==> config.mk <==
export PLATFORM = sky130hd
export DESIGN_NAME = rle_dec_flat
export DESIGN_NICKNAME = d
export VERILOG_FILES = /design/src/rtl/rle_dec_if.sv /design/src/rtl/rle_dec.sv /design/src/flat_wrapper.sv
export SDC_FILE = /design/constraint.sdc
export NUM_CORES = 1
export LEC_CHECK = 0
export CAP_MARGIN = 20
export CORE_UTILIZATION = 56
export CTS_CLUSTER_SIZE = 20
export DETAILED_ROUTE_END_ITERATION = 8
export GPL_TIMING_DRIVEN = 0
export PLACE_DENSITY_LB_ADDON = 0.08
export SLEW_MARGIN = 20
export SYNTH_ARGS = -nofsm -noshare
export SYNTH_HDL_FRONTEND = slang
export SYNTH_SLANG_ARGS = --single-unit
==> constraint.sdc <==
create_clock -name clk -period 2.91 [get_ports clk]
set_clock_uncertainty 0.05 [all_clocks]
set_input_delay 0.4365 -clock clk [delete_from_list [all_inputs] [get_ports clk]]
set_output_delay 0.4365 -clock clk [all_outputs]
set_load 0.02 [all_outputs]
==> src/rtl/rle_dec_if.sv <==
// Run-word input / byte output port bundle for the run-length decoder.
// The slave modport is the decoder side; master is the FIFO/environment side.
interface rle_dec_if #(
  parameter int COUNT_W = 23,
  parameter int BYTE_W  = 8
);
  logic               recv_ready;
  logic [COUNT_W:0]   in_data;
  logic               end_of_stream;
  logic               send_ready;
  logic               rd_req;
  logic [BYTE_W-1:0]  out_data;
  logic               wr_req;
  logic               done;
  logic               pad_err;
  logic               len_err;

  modport master (
    output recv_ready, in_data, end_of_stream, send_ready,
    input  rd_req, out_data, wr_req, done, pad_err, len_err
  );

  modport slave (
    input  recv_ready, in_data, end_of_stream, send_ready,
    output rd_req, out_data, wr_req, done, pad_err, len_err
  );
endinterface

==> src/rtl/rle_dec.sv <==
// Run-length decoder: expands {bit, length} run words into an MSB-first byte stream.
// Latency: word pop to first shifted bit 2 cycles; byte complete to wr_req 1 cycle min; stalls on send_ready.
module rle_dec #(
  parameter int COUNT_W = 23,
  parameter int BYTE_W  = 8
) (
  input logic     clk,
  input logic     rst,
  rle_dec_if.slave bus
);
  localparam int CNT_W = $clog2(BYTE_W + 1);
  localparam logic [CNT_W-1:0] FULL = CNT_W'(BYTE_W);

  typedef enum logic [2:0] {IDLE, LATCH, EXPAND, WRITE, FLUSH, DONE} state_t;

  state_t             state, state_nxt;
  logic [BYTE_W-1:0]  shreg, out_hold, wr_dat;
  logic [CNT_W-1:0]   bit_cnt, bit_cnt_inc;
  logic [COUNT_W-1:0] run_left, run_left_dec, in_len;
  logic               run_bit, in_bit;
  logic               rd_req_c, wr_req_c;
  logic               pad_err, len_err;

  assign in_bit       = bus.in_data[COUNT_W];
  assign in_len       = bus.in_data[COUNT_W-1:0];
  assign bit_cnt_inc  = bit_cnt + CNT_W'(1);
  assign run_left_dec = (run_left != '0) ? run_left - COUNT_W'(1) : run_left;

  always_comb begin
    state_nxt = state;
    rd_req_c  = 1'b0;
    wr_req_c  = 1'b0;
    wr_dat    = shreg;
    case (state)
      IDLE: begin
        if (bus.recv_ready) begin
          rd_req_c  = 1'b1;
          state_nxt = LATCH;
        end else if (bus.end_of_stream) begin
          state_nxt = (bit_cnt != '0) ? FLUSH : DONE;
        end
      end
      LATCH:  state_nxt = (in_len == '0) ? IDLE : EXPAND;
      EXPAND: begin
        // A byte boundary takes precedence; the rest of the run resumes after the write.
        if (bit_cnt_inc == FULL)
          state_nxt = WRITE;
        else if (run_left_dec == '0)
          state_nxt = IDLE;
      end
      WRITE: begin
        if (bus.send_ready) begin
          wr_req_c  = 1'b1;
          state_nxt = (run_left != '0) ? EXPAND : IDLE;
        end
      end
      FLUSH: begin
        wr_dat = shreg << (FULL - bit_cnt);
        if (bus.send_ready) begin
          wr_req_c  = 1'b1;
          state_nxt = DONE;
        end
      end
      DONE:    state_nxt = DONE;
      default: state_nxt = IDLE;
    endcase
  end

  always_ff @(posedge clk or posedge rst) begin
    if (rst) state <= IDLE;
    else     state <= state_nxt;
  end

  always_ff @(posedge clk or posedge rst) begin
    if (rst) begin
      shreg    <= '0;
      out_hold <= '0;
      bit_cnt  <= '0;
      run_left <= '0;
      run_bit  <= 1'b0;
      pad_err  <= 1'b0;
      len_err  <= 1'b0;
    end else begin
      case (state)
        LATCH: begin
          run_bit  <= in_bit;
          run_left <= in_len;
          if (in_len == '0) len_err <= 1'b1;
        end
        EXPAND: begin
          shreg    <= {shreg[BYTE_W-2:0], run_bit};
          bit_cnt  <= bit_cnt_inc;
          run_left <= run_left_dec;
        end
        FLUSH: if (wr_req_c) pad_err <= 1'b1;
        default: ;
      endcase
      if (wr_req_c) begin
        out_hold <= wr_dat;
        bit_cnt  <= '0;
      end
    end
  end

  // Requests are Mealy outputs; gate them so reset forces them low immediately.
  assign bus.rd_req   = rd_req_c & ~rst;
  assign bus.wr_req   = wr_req_c & ~rst;
  assign bus.out_data = bus.wr_req ? wr_dat : out_hold;
  assign bus.done     = (state == DONE);
  assign bus.pad_err  = pad_err;
  assign bus.len_err  = len_err;
endmodule

==> src/flat_wrapper.sv <==
// flat-port wrapper written by rule: the top's interface ports become plain ports
module rle_dec_flat 
#(
  parameter int COUNT_W = 23,
  parameter int BYTE_W  = 8
)
  (clk, rst, bus_recv_ready, bus_in_data, bus_end_of_stream, bus_send_ready, bus_rd_req, bus_out_data, bus_wr_req, bus_done, bus_pad_err, bus_len_err);
  rle_dec_if #(.COUNT_W(COUNT_W), .BYTE_W(BYTE_W)) bus_i ();
  input logic clk;
  input logic rst;
  input wire logic [$bits(bus_i.recv_ready)-1:0] bus_recv_ready;
  input wire logic [$bits(bus_i.in_data)-1:0] bus_in_data;
  input wire logic [$bits(bus_i.end_of_stream)-1:0] bus_end_of_stream;
  input wire logic [$bits(bus_i.send_ready)-1:0] bus_send_ready;
  output wire logic [$bits(bus_i.rd_req)-1:0] bus_rd_req;
  output wire logic [$bits(bus_i.out_data)-1:0] bus_out_data;
  output wire logic [$bits(bus_i.wr_req)-1:0] bus_wr_req;
  output wire logic [$bits(bus_i.done)-1:0] bus_done;
  output wire logic [$bits(bus_i.pad_err)-1:0] bus_pad_err;
  output wire logic [$bits(bus_i.len_err)-1:0] bus_len_err;
  assign bus_i.recv_ready = bus_recv_ready;
  assign bus_i.in_data = bus_in_data;
  assign bus_i.end_of_stream = bus_end_of_stream;
  assign bus_i.send_ready = bus_send_ready;
  assign bus_rd_req = bus_i.rd_req;
  assign bus_out_data = bus_i.out_data;
  assign bus_wr_req = bus_i.wr_req;
  assign bus_done = bus_i.done;
  assign bus_pad_err = bus_i.pad_err;
  assign bus_len_err = bus_i.len_err;
  rle_dec #(.COUNT_W(COUNT_W), .BYTE_W(BYTE_W)) u_core (.clk(clk), .rst(rst), .bus(bus_i));
endmodule
Yosys cells after proc, flatten, opt, wreduce, memory -nomap -nowiden:

Cells that the tools add are included.

* flip-flop bits (word level): 49
* output and inout bits: 13
* word-level logic and storage cells: 56

* add/sub/neg operators: 3
* equal/unequal tests: 10
* shift-type cells: 1
* muxes and demuxes: 20
* bitwise logic cells: 3
* reductions and logical operators: 11

Operators by type and width (number)
* $logic_not A23 Y1: 2
* $pmux W23 S2: 1
* $mux W23: 1
* $reduce_bool A23 Y1: 1
* $sub A23 B1 Y23 const B: 1
* $mux W3: 6
* $pmux W3 S6: 1
* $mux W8: 2
* $mux W4: 2
* $shl A8 B4 Y8: 1
* $eq A3 B2 Y1 const B: 2
* $eq A3 B3 Y1 const B: 2
* $mux W1: 5
* $add A4 B1 Y4 const B: 1
* $eq A4 B4 Y1 const B: 1
* $mux W2: 2
* $ne A2 B2 Y1 const B: 2
* $reduce_and A2 Y1: 2
* $reduce_and A4 Y1: 1
* $reduce_bool A2 Y1: 2
* $reduce_bool A4 Y1: 1
* $sub A4 B4 Y4 const A: 1
* $eq A3 B1 Y1 const B: 1
* $logic_not A3 Y1: 1
* 5 further kinds: 6

Longest topological paths before layout:

* word-level depth: 6
* mapped depth: 10
* depth with buffers taken out: 9

Least setup slack after synthesis:

Ideal clock, no wire load.

* path type: register to output
* from: register u_core.bit_cnt[0]
* to: output bus_out_data[0]
* data arrival time: 2366 ps
* required time: 2424 ps
* path slack: 58 ps
* cell stages (with the launch flop): 8
* cell sequence: dfrtp_1 -> clkbuf_1 -> inv_1 -> ha_1 -> clkbuf_1 -> o41ai_1 -> nand2_1 -> o31ai_1

* word-level cells in the longest chain between the ends: 4

RTL lines
* start, declared: line rle_dec.sv:18 `logic [CNT_W-1:0] bit_cnt, bit_cnt_inc;`
* start signal, assigned: line rle_dec.sv:92 `bit_cnt <= bit_cnt_inc;`
* $sub A4 B4 Y4: line rle_dec.sv:58 `wr_dat = shreg << (FULL - bit_cnt);`
* $shl A8 B4 Y8: line rle_dec.sv:58
* $mux W8: line rle_dec.sv:34 `case (state)`
* $mux W8: line rle_dec.sv:108 `assign bus.out_data = bus.wr_req ? wr_dat : out_hold;`
* end, declared: line flat_wrapper.sv:16 `output wire logic [$bits(bus_i.out_data)-1:0] bus_out_data;`

No other way between the ends.

Worst setup path in the final report:

* from: register u_core.bit_cnt[0]
* to: output bus_out_data[4]

Same word-level chain as after synthesis.

==> reports/metrics.csv <==
metric;value;unit
status;completed;
htree depth;2;
GP Congestion;0.9208;
Synth cell types;64;
Largest stage delay, worst path;0.46;ns
Slew HR;49.11;%
WP buf/inv;2;
most used cell, CP;a21oi_1;
setup_tns;0;ns
RR Endpoint;u_core.state[1];
syn nets;427;
critical-path cell list;inv_2 > ha_4 > xor2_4 > mux2i_2 > nor2_1 > a311oi_1 > a211oi_1 > a21oi_1 > a21oi_1 > buf_4;
P per Cell Area;1125;nW/um^2
endpoints failing setup;0;
initial antenna violation count;0;
critical path's top delay family;compound AO/OA/AOI/OAI gates;
Detailed Place HPWL;6662;um
Slew @ Worst Pin;0.7576;ns
Hold WS;0.4160;ns
maximum vdd drop;0.0007927;V
crit end category;output port;
Die W;78.50;um
reg2reg start;u_core.run_left[5];
RSZ-0062 raised after global routing;yes;
vias in the first global route;3291;
Post-synth top flop;dfrtp_1;
drt wl/cell;18.65;um
most frequent cell after synthesis;nand2_1;
register area share after synthesis;37.42;%
DRT Wirelength;9885;um
die height;78.50;um
critical path depth in cells;10;
largest fanout on the critical path;5;
FF-to-FF path depth;8;
Nets;490;
Pre-antenna DRT Iters;5;
largest cells by area after synthesis;dfrtp_1, nand2_1, a21oi_1;
Fill cells;407;
gr ovfl total;0;
final core occ;75.22;%
hold buffer count at CTS;0;
first-pass GRT wire length;15460;um
synthesis-stage register bit count;49;
Hold Path Stages;1;
pin count of the biggest net entering global routing;33;
CTS tree;built;
Min-Delay Path Class;flip-flop to flip-flop;
I/O pin count;42;
fmax;346.6;MHz
Post-synth EDFFs;0;
Worst Setup Start Kind;flip-flop;
via count;3469;
Clock Latency Late Sink;0.32;ns
DRC;0;
Worst EP required;2.42;ns
CP arrival;2.40;ns
final period utilization;99.14;%
Port Buf Inserts;40;
Mapped Avg Cell Area;8.317;sq um
Root Driver;clkbuf_8;
clk sinks;49;
area delta synth->final;27.95;%
Synth top area share;37.42;%
Die ar.;6161;sq um
num rows;27;
post-synth top area cell;dfrtp_1;
Post-synth ARST share;100.0;%
Endpoint, Worst Hold;u_core.bus.pad_err;
layout cells sized above 1;19.87;%
CTS Buf Count;5;
clk slew on worst S/H paths;0.09;ns
HP Start;u_core.bus.pad_err;
R2R setup slack;0.17;ns
final hold violations;0;
initial detailed-routing violation count;262;
Antenna diodes;0;
WS Path Type;flip-flop to output port;
Tot GR Track Use;32.42;%
overall power;4.718;mW
core area;5574;sq um
Routed Antenna Nets;0;
Ys Warns;0;
Avg Vias per Cell;6.545;
Post-Syn Area;3277;sq um
minimum clock period;2.885;ns
reported leakage power;1.718;nW
Slew Viols, Final;0;
Commonest cells post-synth;nand2_1, dfrtp_1, nor2_1;
Syn Inst Count;394;
Initial Utilization;58.79;%
# Max-Cap Violations;0;
CP max-delay cell;dfrtp_2;
CTS max path bufs;2;
==> cells by family after synthesis <==
group | Yosys count | share of synthesized area (%)
and+or+nand+nor | 176 | 27.57
AOI/OAI and AO/OA | 112 | 22.68
DFF | 49 | 37.42
buffers and inverters | 34 | 4.467
muxes | 10 | 3.933
xor gates and xnor gates | 9 | 2.405
adders and majority gates | 4 | 1.527
==> sequential cells by signal, summed over array words and instances (netlist names) <==
register            cells
u_core.bus.pad_err      1
u_core.bit_cnt          4
u_core.bus.len_err      1
u_core.out_hold         8
u_core.state            3
u_core.run_bit          1
u_core.shreg            8
u_core.run_left        23
==> timing repair <==
item / CTS / global route
gates resized for setup: 49 / 32
buffers inserted: 10 / 8
cloned: 0 / 0
pin swaps: 4 / 7
setup endpoints to repair: 10 / 16
==> worst max-delay path by stage <==
stage	start	to	slack [ns]
final	u_core.bit_cnt[0]	bus_out_data[4]	0.03
after global routing	u_core.bit_cnt[0]	bus_out_data[4]	-0.05
after CTS	u_core.state[1]	bus_out_data[0]	-0.04
after detailed placement	u_core.bit_cnt[0]	bus_out_data[5]	-0.83
after global placement	rst	bus_rd_req	-0.93
after floorplan	u_core.bit_cnt[0]	bus_out_data[0]	0.06
==> per-stage QoR <==
step                instances  area, sq um  setup WS (ns)
global route              530         4193       -0.04956
finish                    530         4193        0.02515
CTS                       523         4064       -0.03675
global placement          506         3767        -0.9255
floorplan                 394         3277        0.05770
detailed placement        507         3787        -0.8252
==> layer usage <==
layer  vias up  routed length, um  GRT usage [%]
met4         0                306          14.44
met2       168               5068          57.63
met1      1673               3820          37.55
met3        31                690          6.395
li1       1597                  -              -
met5         -                  0              0
==> power breakdown <==
part	internal [mW]	switching, mW
logic	1.18	1.70
clock network	0.258	0.254
registers	0.978	0.348
total	2.42	2.30
==> cell type report <==
class / instances / area, sq um / area share, %
Multi-Input combinational cell: 311 / 2083 / 49.69
Sequential cell: 49 / 1231 / 29.36
Timing Repair Buffer: 59 / 525.5 / 12.53
Buffer: 20 / 103.9 / 2.477
Tap cell: 72 / 90.09 / 2.149
Clock buffer: 5 / 68.82 / 1.641
Clock inverter: 3 / 46.29 / 1.104
Inverter: 11 / 43.79 / 1.044
==> cells in the final DEF (no fill, tap or decap), types with 3 or more instances in the layout <==
cell type | synthesis | routed
o311ai_0 | 3 | 3
buf_2 | 6 | 8
nor3_1 | 19 | 16
a21o_1 | 4 | 4
buf_4 | 1 | 21
o21ai_1 | 4 | 3
dfrtp_1 | 49 | 45
nor2_1 | 34 | 32
mux2i_1 | 5 | 4
o21ai_0 | 25 | 24
o21a_1 | 3 | 3
a21oi_1 | 29 | 29
mux2_2 | 3 | 3
clkdlybuf4s50_1 | 0 | 31
nand3_1 | 4 | 4
inv_1 | 10 | 6
or4_1 | 3 | 3
nand4_1 | 7 | 7
nand2_1 | 66 | 64
or3_1 | 4 | 4
xor2_1 | 5 | 4
nor4_1 | 12 | 11
nor3_2 | 1 | 4
inv_2 | 1 | 4
o22ai_1 | 3 | 3
dfrtp_2 | 0 | 4
o31ai_1 | 3 | 3
clkbuf_1 | 15 | 11
a31oi_1 | 5 | 5
a221o_1 | 11 | 11
clkbuf_8 | 0 | 5
xnor2_1 | 4 | 3
Note: power is estimated with default switching activity, not from simulation.
